`config.mk`:
```
export PLATFORM = sky130hd
export DESIGN_NAME = score_keeper
export DESIGN_NICKNAME = d
export VERILOG_FILES = /design/src/rtl/score_keeper.sv
export SDC_FILE = /design/constraint.sdc
export NUM_CORES = 1
export LEC_CHECK = 0
export CORE_MARGIN = 2
export CORE_UTILIZATION = 45
export CTS_CLUSTER_DIAMETER = 60
export CTS_CLUSTER_SIZE = 40
export DETAILED_ROUTE_END_ITERATION = 7
export PLACE_DENSITY = 0.71
export SLEW_MARGIN = 15
export SYNTH_ARGS = -nofsm -noshare
export SYNTH_HDL_FRONTEND = slang
export SYNTH_SLANG_ARGS = --single-unit
```
`constraint.sdc`:
```
create_clock -name clk_i -period 3.68 [get_ports clk_i]
set_input_delay 0.736 -clock clk_i [delete_from_list [all_inputs] [get_ports clk_i]]
set_output_delay 0.736 -clock clk_i [all_outputs]
set_load 0.1 [all_outputs]
```
`src/rtl/score_keeper.sv`:
```
// Run score, session high score, speed level and new-record flash for the game.
// Driven by the player controller's tick/start/over/frozen outputs; all outputs registered.
module score_keeper #(
    parameter int NUM_DIGITS      = 4,
    parameter int TICKS_PER_POINT = 6,
    parameter int LEVEL_POINTS    = 100,
    parameter int MAX_LEVEL       = 7,
    parameter int FLASH_TICKS     = 16
) (
    input  logic                    clk_i,
    input  logic                    rst_i,
    input  logic [1:0]              game_tick_i,
    input  logic                    game_start_pulse_i,
    input  logic                    game_over_pulse_i,
    input  logic                    game_frozen_i,
    output logic [4*NUM_DIGITS-1:0] score_bcd_o,
    output logic [4*NUM_DIGITS-1:0] high_score_bcd_o,
    output logic [2:0]              speed_level_o,
    output logic                    new_high_o,
    output logic                    new_high_flash_o
);

    // state    | meaning
    // ST_IDLE  | after reset, waiting for the first start pulse
    // ST_RUN   | game running, score and level advance on ticks
    // ST_OVER  | crashed, score held, optional record flash
    typedef enum logic [1:0] {
        ST_IDLE = 2'd0,
        ST_RUN  = 2'd1,
        ST_OVER = 2'd2
    } state_t;

    localparam int SW = 4 * NUM_DIGITS;
    localparam int PW = (TICKS_PER_POINT > 1) ? $clog2(TICKS_PER_POINT) : 1;
    localparam int LW = (LEVEL_POINTS > 1) ? $clog2(LEVEL_POINTS) : 1;
    localparam int FW = (FLASH_TICKS > 1) ? $clog2(FLASH_TICKS) : 1;

    // Timers count down and fire at zero; the load value is the "cleared" state.
    localparam logic [PW-1:0] PRESC_LOAD = PW'(TICKS_PER_POINT - 1);
    localparam logic [LW-1:0] LVL_LOAD   = LW'(LEVEL_POINTS - 1);
    localparam logic [FW-1:0] FLASH_LOAD = FW'(FLASH_TICKS - 1);
    localparam logic [2:0]    LEVEL_MAX  = 3'(MAX_LEVEL);

    function automatic logic [SW-1:0] all_nines();
        logic [SW-1:0] r;
        r = '0;
        for (int i = 0; i < NUM_DIGITS; i++) begin
            r[4*i +: 4] = 4'd9;
        end
        return r;
    endfunction

    localparam logic [SW-1:0] ALL_NINES = all_nines();

    function automatic logic [SW-1:0] bcd_inc(input logic [SW-1:0] v);
        logic [SW-1:0] r;
        logic          carry;
        r     = v;
        carry = 1'b1;
        for (int i = 0; i < NUM_DIGITS; i++) begin
            if (carry) begin
                if (v[4*i +: 4] == 4'd9) begin
                    r[4*i +: 4] = 4'd0;
                end else begin
                    r[4*i +: 4] = v[4*i +: 4] + 4'd1;
                    carry       = 1'b0;
                end
            end
        end
        return r;
    endfunction

    state_t        state_q, state_d;
    logic [SW-1:0] score_q, score_d;
    logic [SW-1:0] high_q, high_d;
    logic [2:0]    level_q, level_d;
    logic [PW-1:0] presc_q, presc_d;
    logic [LW-1:0] lvl_cnt_q, lvl_cnt_d;
    logic [FW-1:0] flash_cnt_q, flash_cnt_d;
    logic          new_high_q, new_high_d;
    logic          flash_q, flash_d;

    logic tick;
    logic unused_tick_hi;

    assign tick           = game_tick_i[0];
    assign unused_tick_hi = game_tick_i[1];

    always_comb begin
        state_d     = state_q;
        score_d     = score_q;
        high_d      = high_q;
        level_d     = level_q;
        presc_d     = presc_q;
        lvl_cnt_d   = lvl_cnt_q;
        flash_cnt_d = flash_cnt_q;
        new_high_d  = new_high_q;
        flash_d     = flash_q;

        case (state_q)
            ST_IDLE: begin
                if (game_start_pulse_i) begin
                    state_d     = ST_RUN;
                    score_d     = '0;
                    level_d     = '0;
                    presc_d     = PRESC_LOAD;
                    lvl_cnt_d   = LVL_LOAD;
                    flash_cnt_d = FLASH_LOAD;
                    new_high_d  = 1'b0;
                    flash_d     = 1'b0;
                end
            end
            ST_RUN: begin
                if (game_over_pulse_i) begin
                    // The crash takes priority; a coincident scoring tick is dropped.
                    state_d     = ST_OVER;
                    flash_cnt_d = FLASH_LOAD;
                    if (score_q > high_q) begin
                        high_d     = score_q;
                        new_high_d = 1'b1;
                        flash_d    = 1'b1;
                    end else begin
                        new_high_d = 1'b0;
                        flash_d    = 1'b0;
                    end
                end else if (tick && !game_frozen_i) begin
                    if (presc_q == '0) begin
                        presc_d = PRESC_LOAD;
                        if (score_q != ALL_NINES) begin
                            score_d = bcd_inc(score_q);
                            if (lvl_cnt_q == '0) begin
                                lvl_cnt_d = LVL_LOAD;
                                if (level_q < LEVEL_MAX) begin
                                    level_d = level_q + 3'd1;
                                end
                            end else begin
                                lvl_cnt_d = lvl_cnt_q - LW'(1);
                            end
                        end
                    end else begin
                        presc_d = presc_q - PW'(1);
                    end
                end
            end
            ST_OVER: begin
                if (game_start_pulse_i) begin
                    state_d     = ST_RUN;
                    score_d     = '0;
                    level_d     = '0;
                    presc_d     = PRESC_LOAD;
                    lvl_cnt_d   = LVL_LOAD;
                    flash_cnt_d = FLASH_LOAD;
                    new_high_d  = 1'b0;
                    flash_d     = 1'b0;
                end else if (tick && new_high_q) begin
                    // Blink keeps going while frozen: the game is always frozen here.
                    if (flash_cnt_q == '0) begin
                        flash_cnt_d = FLASH_LOAD;
                        flash_d     = ~flash_q;
                    end else begin
                        flash_cnt_d = flash_cnt_q - FW'(1);
                    end
                end
            end
            default: begin
                state_d = ST_IDLE;
            end
        endcase
    end

    always_ff @(posedge clk_i) begin
        if (rst_i) begin
            state_q     <= ST_IDLE;
            score_q     <= '0;
            high_q      <= '0;
            level_q     <= '0;
            presc_q     <= '0;
            lvl_cnt_q   <= '0;
            flash_cnt_q <= '0;
            new_high_q  <= 1'b0;
            flash_q     <= 1'b0;
        end else begin
            state_q     <= state_d;
            score_q     <= score_d;
            high_q      <= high_d;
            level_q     <= level_d;
            presc_q     <= presc_d;
            lvl_cnt_q   <= lvl_cnt_d;
            flash_cnt_q <= flash_cnt_d;
            new_high_q  <= new_high_d;
            flash_q     <= flash_d;
        end
    end

    assign score_bcd_o      = score_q;
    assign high_score_bcd_o = high_q;
    assign speed_level_o    = level_q;
    assign new_high_o       = new_high_q;
    assign new_high_flash_o = flash_q;

endmodule

```
# Yosys cells after proc, flatten, opt, wreduce, memory -nomap -nowiden
# Cells that the tools add are included.
totals:
  reg_bits: 53
  in_bits: 7
  out_inout_bits: 37
  elab_cells: 135
classes:
  addsub: 8
  order_cmp: 2
  n_eq_ne: 21
  muxes: 70
  bitwise_logic: 1
  n_reduce_logical: 21
ops:
  columns: ["op", "count"]
  rows:
  - ["$mux 16", 5]
  - ["$mux 4", 12]
  - ["$mux 7", 6]
  - ["$mux 3", 11]
  - ["$pmux 16 s2", 1]
  - ["$mux 1", 26]
  - ["$ne 2x2->1 const B", 11]
  - ["$reduce_and 7->1", 3]
  - ["$add 4x1->4 const B", 4]
  - ["$eq 4x4->1 const B", 4]
  - ["$gt 16x16->1", 1]
  - ["$ne 16x16->1 const B", 1]
  - ["$pmux 7 s2", 1]
  - ["$pmux 3 s2", 2]
  - ["$pmux 4 s3", 1]
  - ["$reduce_and 4->1", 2]
  - ["$reduce_and 8->1", 1]
  - ["$logic_not 7->1", 1]
  - ["$sub 7x1->7 const B", 1]
  - ["$ne 3x3->1 const B", 2]
  - ["$reduce_and 3->1", 2]
  - ["$reduce_and 6->1", 1]
  - ["$reduce_and 5->1", 1]
  - ["$logic_not 4->1", 1]
  - ["other kinds (20)", 22]

# Depth between registers and ports, before layout
# Gate-level depths: netlist of the first run.
depth:
  word_depth: 25
  mapped_depth: 9
  depth_no_buf: 8

# Least setup slack after synthesis of the first run
# OpenSTA, ideal clock, no wires.
synth_path:
  path_type: "register -> register"
  startpoint: "register high_q[1], in the netlist high_score_bcd_o[1]"
  endpoint: "register high_q[12], in the netlist high_score_bcd_o[12]"
  setup_ns: 0.128
  t_arrival_ns: 2.892
  required_time_ns: 3.552
  path_slack_ns: 0.661
  path_stages_with_launch: 10
  path_buffers: 1
  synth_period_minus_slack_ns: 3.019
  path_cell_list: "dfxtp_1 -> inv_1 -> ha_1 -> nor2b_1 -> o211ai_1 -> a2111o_1 -> a31oi_2 -> buf_2 -> mux2i_1 -> nor2_1"
synth_via:
  elab_chain_len: 2
synth_lines:
  columns: ["item", "line_no", "text"]
  rows:
  - ["start, declared", "75", "logic [SW-1:0] high_q, high_d;"]
  - ["start signal, assigned", "185", "high_q <= high_d;"]
  - ["$gt 16x16->1", "118", "if (score_q > high_q) begin"]
  - ["$reduce_and 3->1 (no line)", null, null]
# No other way between the ends.
# A chain may end at the register's enable or synchronous reset.

# Final worst setup path of the first run
layout_path:
  startpoint: "input game_tick_i[0]"
  endpoint: "register score_q[15], in the netlist score_bcd_o[15]"
layout_via:
  elab_chain_len: 3
layout_lines:
  columns: ["item", "line_no", "text"]
  rows:
  - ["start, declared", "12", "input logic [1:0] game_tick_i,"]
  - ["$logic_and 1x1->1", "126", "end else if (tick && !game_frozen_i) begin"]
  - ["$ne 2x2->1 (no line)", null, null]
  - ["$reduce_and 7->1 (no line)", null, null]
  - ["end signal, assigned", "184", "score_q <= score_d;"]
  - ["end, declared", "74", "logic [SW-1:0] score_q, score_d;"]
# No other way between the ends.

==> results of run 1 <==
flip-flops by register name (all words and copies together) (netlist names):
signal            cells
flash_cnt_q           4
high_score_bcd_o     16
new_high_o            1
score_bcd_o          16
state_q               2
presc_q               3
speed_level_o         3
lvl_cnt_q             7
new_high_flash_o      1
final cells by class:
type	instances	area (sq um)	share of cell area, %
repair buffers	46	445	12.4
multi-input cells	270	1760	49.1
clock buffers	7	96.3	2.69
well taps	77	96.3	2.69
clock inverters	1	5.00	0.140
flip-flops and latches	53	1060	29.6
inverters	32	120	3.35
critical path, cell delays in order:
cell             delay (ps)
clkdlybuf4s50_1         500
or3b_1                  410
a211oi_1                420
nand3_1                 300
or4_1                   520
a21oi_1                 130
stage by stage:
step	utilization, %	setup WS (ps)	power (mW)
floorplan	-	661	0.987
global placement	54.6	596	1.08
detailed placement	54.6	578	1.09
CTS	56.2	895	1.45
global route	56.2	738	1.53
finish	56.2	898	1.44
kinds of logic after synthesis:
group,after synthesis
xor+xnor,1
flops,53
buf+inv,44
compound gates,81
fa+ha+maj,32
mux,16
simple gates,140
metal layers:
metal / global-route usage [%] / wire, um / vias up / share of wire (%)
met2: 29.9 / 2950 / 34 / 46
met4: 5.05 / 77 / 0 / 1.2
met1: 25.3 / 3230 / 1219 / 50
li1: - / - / 1374 / -
met5: 0 / 0 / - / 0
met3: 3.18 / 182 / 7 / 2.8
report_power, final:
group | switching, mW | leakage, nW | internal [mW]
registers | 0.0374 | 0.431 | 0.610
clock network | 0.195 | 0.0542 | 0.171
logic | 0.283 | 0.834 | 0.147
total | 0.516 | 1.32 | 0.927
layout by cell type (no fill, tap or decap), drive strengths merged, types with 2 or more instances in the layout:
| master | Yosys | layout |
|---|---|---|
| a21oi | 43 | 43 |
| clkdlybuf4s50 | 0 | 41 |
| nor2b | 2 | 2 |
| nand2 | 21 | 21 |
| clkbuf | 9 | 7 |
| inv | 32 | 32 |
| nand3 | 11 | 11 |
| or4 | 8 | 8 |
| a311oi | 3 | 3 |
| o21ai | 20 | 20 |
| or2 | 3 | 3 |
| a211oi | 5 | 5 |
| and3 | 4 | 4 |
| nand4 | 6 | 6 |
| nor3 | 13 | 13 |
| ha | 32 | 32 |
| mux2i | 16 | 16 |
| or3 | 6 | 6 |
| buf | 3 | 5 |
| dfxtp | 53 | 53 |
| nand3b | 9 | 9 |
| nand2b | 5 | 5 |
| nand4b | 3 | 3 |
| nor2 | 47 | 47 |
worst min path at each step:
stage	slack (ps)	cells after the start	from	to
detailed placement	450	2	presc_q[1]$_SDFFE_PP0P_	presc_q[1]$_SDFFE_PP0P_
global route	480	2	presc_q[1]$_SDFFE_PP0P_	presc_q[1]$_SDFFE_PP0P_
floorplan	430	2	presc_q[1]$_SDFFE_PP0P_	presc_q[1]$_SDFFE_PP0P_
finish	460	2	presc_q[1]$_SDFFE_PP0P_	presc_q[1]$_SDFFE_PP0P_
CTS	460	2	presc_q[1]$_SDFFE_PP0P_	presc_q[1]$_SDFFE_PP0P_
global placement	440	2	presc_q[1]$_SDFFE_PP0P_	presc_q[1]$_SDFFE_PP0P_
==> impl_results.md, run 1 <==
* Slew HR at between 30% and 40%
* Worst slew pin tran at about 1000 ps
* Simple-gate area share of the yosys netlist at 23.9%
* Clk_lat worst skew at about 310 ps
* Critical Path RT at just under 4000 ps
* # DRC at 0
* FF+latch count, synth at between 50 and 60
* Top Ports at 44
* Cell accounting for the most synthesized area: dfxtp_1
* Clock slew at reported path FFs at around 100 ps
* Peak supply drop at approximately 0.24 mV
* Pin count of the biggest net entering global routing at between 50 and 60
* Clock Tree Buf Depth at 2
* Reg2Reg Setup Slack at 1170 ps
* Max Cap Viol at 0
* Core area at between 0.006 and 0.007 sq mm
* Synth Instances at about 370
* Clock Root Buffer: clkbuf_8
* XOR/XNOR Fraction of Synth Area at less than 1%
* Area contributors post-synth: dfxtp_1 35%, ha_1 13%, a21oi_1 7.2%
* Final setup viols at 0
* Max Slew Vio Count at 0
* Total CTS buffers at 5
* Crit end category: register
* Port bufs at 42
* CP endpoint: score_bcd_o[15]$_SDFFE_PP0P_
* CP Launch Type: input pin
* Rows at 29
* Worst hold slack at roughly 460 ps
* R2R Path End: speed_level_o[2]$_SDFFE_PP0P_
* Top FF cell, synth: dfxtp_1
* DR pass1 iterations at 4
* Worst Path Arrival at ~3000 ps
* TritonCTS clock tree: built
* Via Count at about 2600
* Power density over cell area at a little over 400 mW/mm^2
* Mux contribution to synthesized area at 5.35%
* Design area at roughly 0.0036 sq mm
* Adder-cell share of the synthesized area at between 10% and 20%
* Min-Delay Path Class: register to register
* Initial antenna violation count at 0
* Routed WL at between 6000 and 7000 um
* FMAX at ~0.36 GHz
* Layout Nets at around 450
* Mapped Area at 0.00299 sq mm
* Fill count at around 610
* Complex-gate fraction of the synthesized area at around 16%
* Die height at between 80 and 90 um
* # resized after CTS at 0
* Endpoints failing hold at 0
* Routed WL per cell at roughly 13 um
* CTS Hold Bufs at 0
* Largest family of logic cells by synthesized area: simple AND/OR/NAND/NOR gates
* Status: complete, no violations
* Synth top area share at around 35%
* Setup tns final at 0 ps
* Post-DR vias/cell at roughly 5.4
* Die Width at approximately 86 um
* Synth Warn # at 0
* Initial Utilization at between 40% and 50%
* First-pass GRT wire length at ~11000 um
* Fraction of layout cells with a size suffix above 1 at 4.89%
* Area delta synth->final at 19.9%
* Placed Instances at 478
* Syn_area_per_cell at just over 8 sq um
* EDFF count, synth at 0
* Post-synth top cells: 53 x dfxtp_1, 47 x nor2_1, 43 x a21oi_1, 32 x ha_1, 32 x inv_1
* Routability congestion estimate at 0.811
* Final Cycle Share at around 76%
* Critical path class: input pin to register
* Library cells used by synthesis at 39
* Leak at roughly 1.3 nW
* Fraction of registers with async set/reset at 0%
* Dpl hpwl at approximately 4500 um
* Reg2Reg Depth at 8
* GRT Resource Usage Total at between 10% and 20%
* Post-CTS setup buffer count at 0
* DRC marker count from the first detailed-route iteration at 100
* Fin cells at approximately 490
* Sequential share of the synthesized area at 35.5%
* Vias in the first global route at 2406
* Clock sinks at 53
* Syn nets at ~410
* Placed instance area at 0.00348 sq mm
* Diode count at 0
* RR Startpoint: lvl_cnt_q[0]$_SDFFE_PP0P_
* Routed Antenna Nets at 0
* RSZ-0062 raised after global routing: no
* Cell with the most instances after synthesis: dfxtp_1
* Max Clock Skew at 9.40 ps
* Crit. Startpoint: game_tick_i[0]
* Min Tclk post-route at ~2800 ps
* H-tree Lvls at 2
* Die area at 0.00732 sq mm
* Crit path max fanout at 8
* Global route overflow at 0
No activity file was read; power rests on OpenSTA's default activity.
==> run 2: changes to the inputs <==
==> constraint.sdc (replaced) <==
create_clock -name clk_i -period 2.65 [get_ports clk_i]
set_input_delay 0.53 -clock clk_i [delete_from_list [all_inputs] [get_ports clk_i]]
set_output_delay 0.53 -clock clk_i [all_outputs]
set_load 0.1 [all_outputs]
==> run 2 against run 1 <==
Routed wire length rose by 6.7%. Sequential power grew 36%. Critical path depth increased by 3. Hold slack improved by 0.51 ps. Combinational power rose by 60%. Critical endpoint is now high_score_bcd_o[8]$_SDFFE_PP0P_. First-iteration DRC count up 12%. Die area unchanged. Non-clock buffer count is 41 higher. Cell count is 8.4% higher.
==> impl_results.md, run 2 (synthesized netlist as in run 1, its figures left out) <==
* Status: complete, no violations
* Diode count at 0 (unchanged)
* Crit end category: register
* Final setup viols at 0 (unchanged)
* Port bufs at 42 (unchanged)
* Critical Path RT at 2840 ps (-1080 ps)
* Total CTS buffers at 5 (unchanged)
* Final Cycle Share at around 94%
* Routed Antenna Nets at 0 (unchanged)
* Pin count of the biggest net entering global routing at 29 (-46%)
* H-tree Lvls at 2 (unchanged)
* Setup tns final at 0 ps (unchanged)
* Core area at 0.00639 sq mm (unchanged)
* Die Width at 85.5 um (unchanged)
* Routed WL per cell at 13.0 um (-1.6%)
* Peak supply drop at 0.314 mV (+32%)
* RSZ-0062 raised after global routing: no
* Critical path class: register to register
* Via Count at 2842 (+7.9%)
* Max Cap Viol at 0 (unchanged)
* Routed WL at 6870 um (+6.7%)
* Area of the multi-input gates at 0.00177 sq mm (+0.50%)
* GRT Resource Usage Total at 19.8% (+1.4 points)
* FMAX at 0.400 GHz
* Fin worst setup slack at 151 ps (-747 ps)
* Crit path max fanout at 13 (+5)
* Die height at 85.5 um (unchanged)
* Global route overflow at 0 (unchanged)
* Clock sinks at 53 (unchanged)
* Register area at 0.00111 sq mm (+4.7%)
* WHS Path Cells at 2 (unchanged)
* CP Launch Type: register
* Min-Delay Path Class: register to register
* Power density over cell area at 554 mW/mm^2 (+38%)
* Commonest non-fill, non-tap cells in the layout: 82 x buf_4, 47 x nor2_1, 43 x a21oi_1
* DRC marker count from the first detailed-route iteration at 112 (+12%)
* Slew HR at 58.2% (+25 points)
* Worst slew pin tran at 626 ps (-373 ps)
* Initial antenna violation count at 0 (unchanged)
* Layout Nets at 488 (+9.2%)
* Post-place setup slack at -156 ps (-734 ps)
* Reg2Reg Depth at 9 (+1)
* TritonCTS clock tree: built
* Rows at 29 (unchanged)
* Max Clock Skew at 8.90 ps (-0.505 ps)
* First-pass GRT wire length at 11900 um (+6.9%)
* Clk_lat worst skew at 310 ps (about the same)
* Worst Path Arrival at 2690 ps (-330 ps)
* Clock Root Buffer: clkbuf_8
* Clock slew at reported path FFs at 90 ps (about the same)
* Top Ports at 44 (unchanged)
* Fin cells at 527 (+8.4%)
* Fill count at 600 (-1.8%)
* Area delta synth->final at 29.5%
* Initial Utilization at 46.8% (unchanged)
* Post-CTS setup buffer count at 0 (unchanged)
* Min Tclk post-route at ~2500 ps
* Die area at 0.00732 sq mm (unchanged)
* Total power at 2.15 mW (+49%)
* Endpoints failing hold at 0 (unchanged)
* Fraction of layout cells with a size suffix above 1 at 28.7% (+24 points)
* Vias in the first global route at 2623 (+9.0%)
* Clock Tree Buf Depth at 2 (unchanged)
* DR pass1 iterations at 4 (unchanged)
* Placed Instances at 519 (+8.6%)
* Routability congestion estimate at 0.815 (+0.41%)
* Worst hold slack at 461 ps (+0.510 ps)
* Post-DR vias/cell at 5.39 (-0.50%)
* Max Slew Vio Count at 0 (unchanged)
* Dpl hpwl at 5140 um (+14%)
* # DRC at 0 (unchanged)
* Commonest non-fill, non-tap cell in the layout: buf_4
* Leak at 1.63 nW (+23%)
run 2: per-stage QoR:
| step | util [%] | area [sq um] |
|---|---|---|
| final | 60.7 | 3870 |
| after global routing | 60.7 | 3870 |
| after CTS | 60.7 | 3870 |
| after detailed placement | 58.7 | 3750 |
| after global placement | 58.7 | 3750 |
| after floorplan | - | 3040 |
run 2: layer usage:
| layer | vias up | GRT usage, % | share of wire, % |
|---|---|---|---|
| met3 | 4 | 3.85 | 3.3 |
| met2 | 44 | 33.7 | 48 |
| li1 | 1457 | - | - |
| met5 | - | 0 | 0 |
| met4 | 0 | 4.18 | 0.64 |
| met1 | 1337 | 26.2 | 48 |
run 2: critical path: stages, from the launching register on:
cell and delay (ps):
dfxtp_4 350, inv_1 30, ha_1 280, nor2b_1 140
o211ai_1 110, a2111o_1 440, a31oi_4 530, buf_4 260
mux2i_1 180, nor2_1 60
run 2: power breakdown:
part | total (mW) | internal, mW | switching, mW
registers | 0.883 | 0.844 | 0.0392
logic | 0.690 | 0.265 | 0.425
clock network | 0.574 | 0.308 | 0.266
total | 2.15 | 1.42 | 0.730
run 2: area by class of cell:
class                      count  share of cell area [%]
sequential                    53                    28.7
clock inverter                 1                   0.775
tap                           77                    2.49
clock buffer                   7                    2.23
multi-input combinational    270                    45.7
inverter                      32                    3.10
timing repair buffer          87                    17.0
run 2: path summary, 6_finish.rpt:
| kind | startpoint | endpoint | slack, ps |
|---|---|---|---|
| min reg2reg | presc_q[1]$_SDFFE_PP0P_ | presc_q[1]$_SDFFE_PP0P_ | 460 |
| max reg2reg | high_score_bcd_o[1]$_SDFFE_PP0P_ | high_score_bcd_o[8]$_SDFFE_PP0P_ | 150 |
| min | presc_q[1]$_SDFFE_PP0P_ | presc_q[1]$_SDFFE_PP0P_ | 460 |
| max | high_score_bcd_o[1]$_SDFFE_PP0P_ | high_score_bcd_o[8]$_SDFFE_PP0P_ | 150 |
run 2: what timing repair did:
item | CTS | global route
hold buffers | 0 | 0
resized for setup | 1 | 0
endpoints found under the setup margin | 6 | 0
==> run 3: changes to the inputs <==
--- a/config.mk
+++ b/config.mk
@@ -5,6 +5,7 @@
 export SDC_FILE = /design/constraint.sdc
 export NUM_CORES = 1
 export LEC_CHECK = 0
+export CAP_MARGIN = 20
 export CORE_MARGIN = 2
 export CORE_UTILIZATION = 45
 export CTS_CLUSTER_DIAMETER = 60
==> results of run 3 <==
Final layout, timing and power as in run 2 (identical DEF).
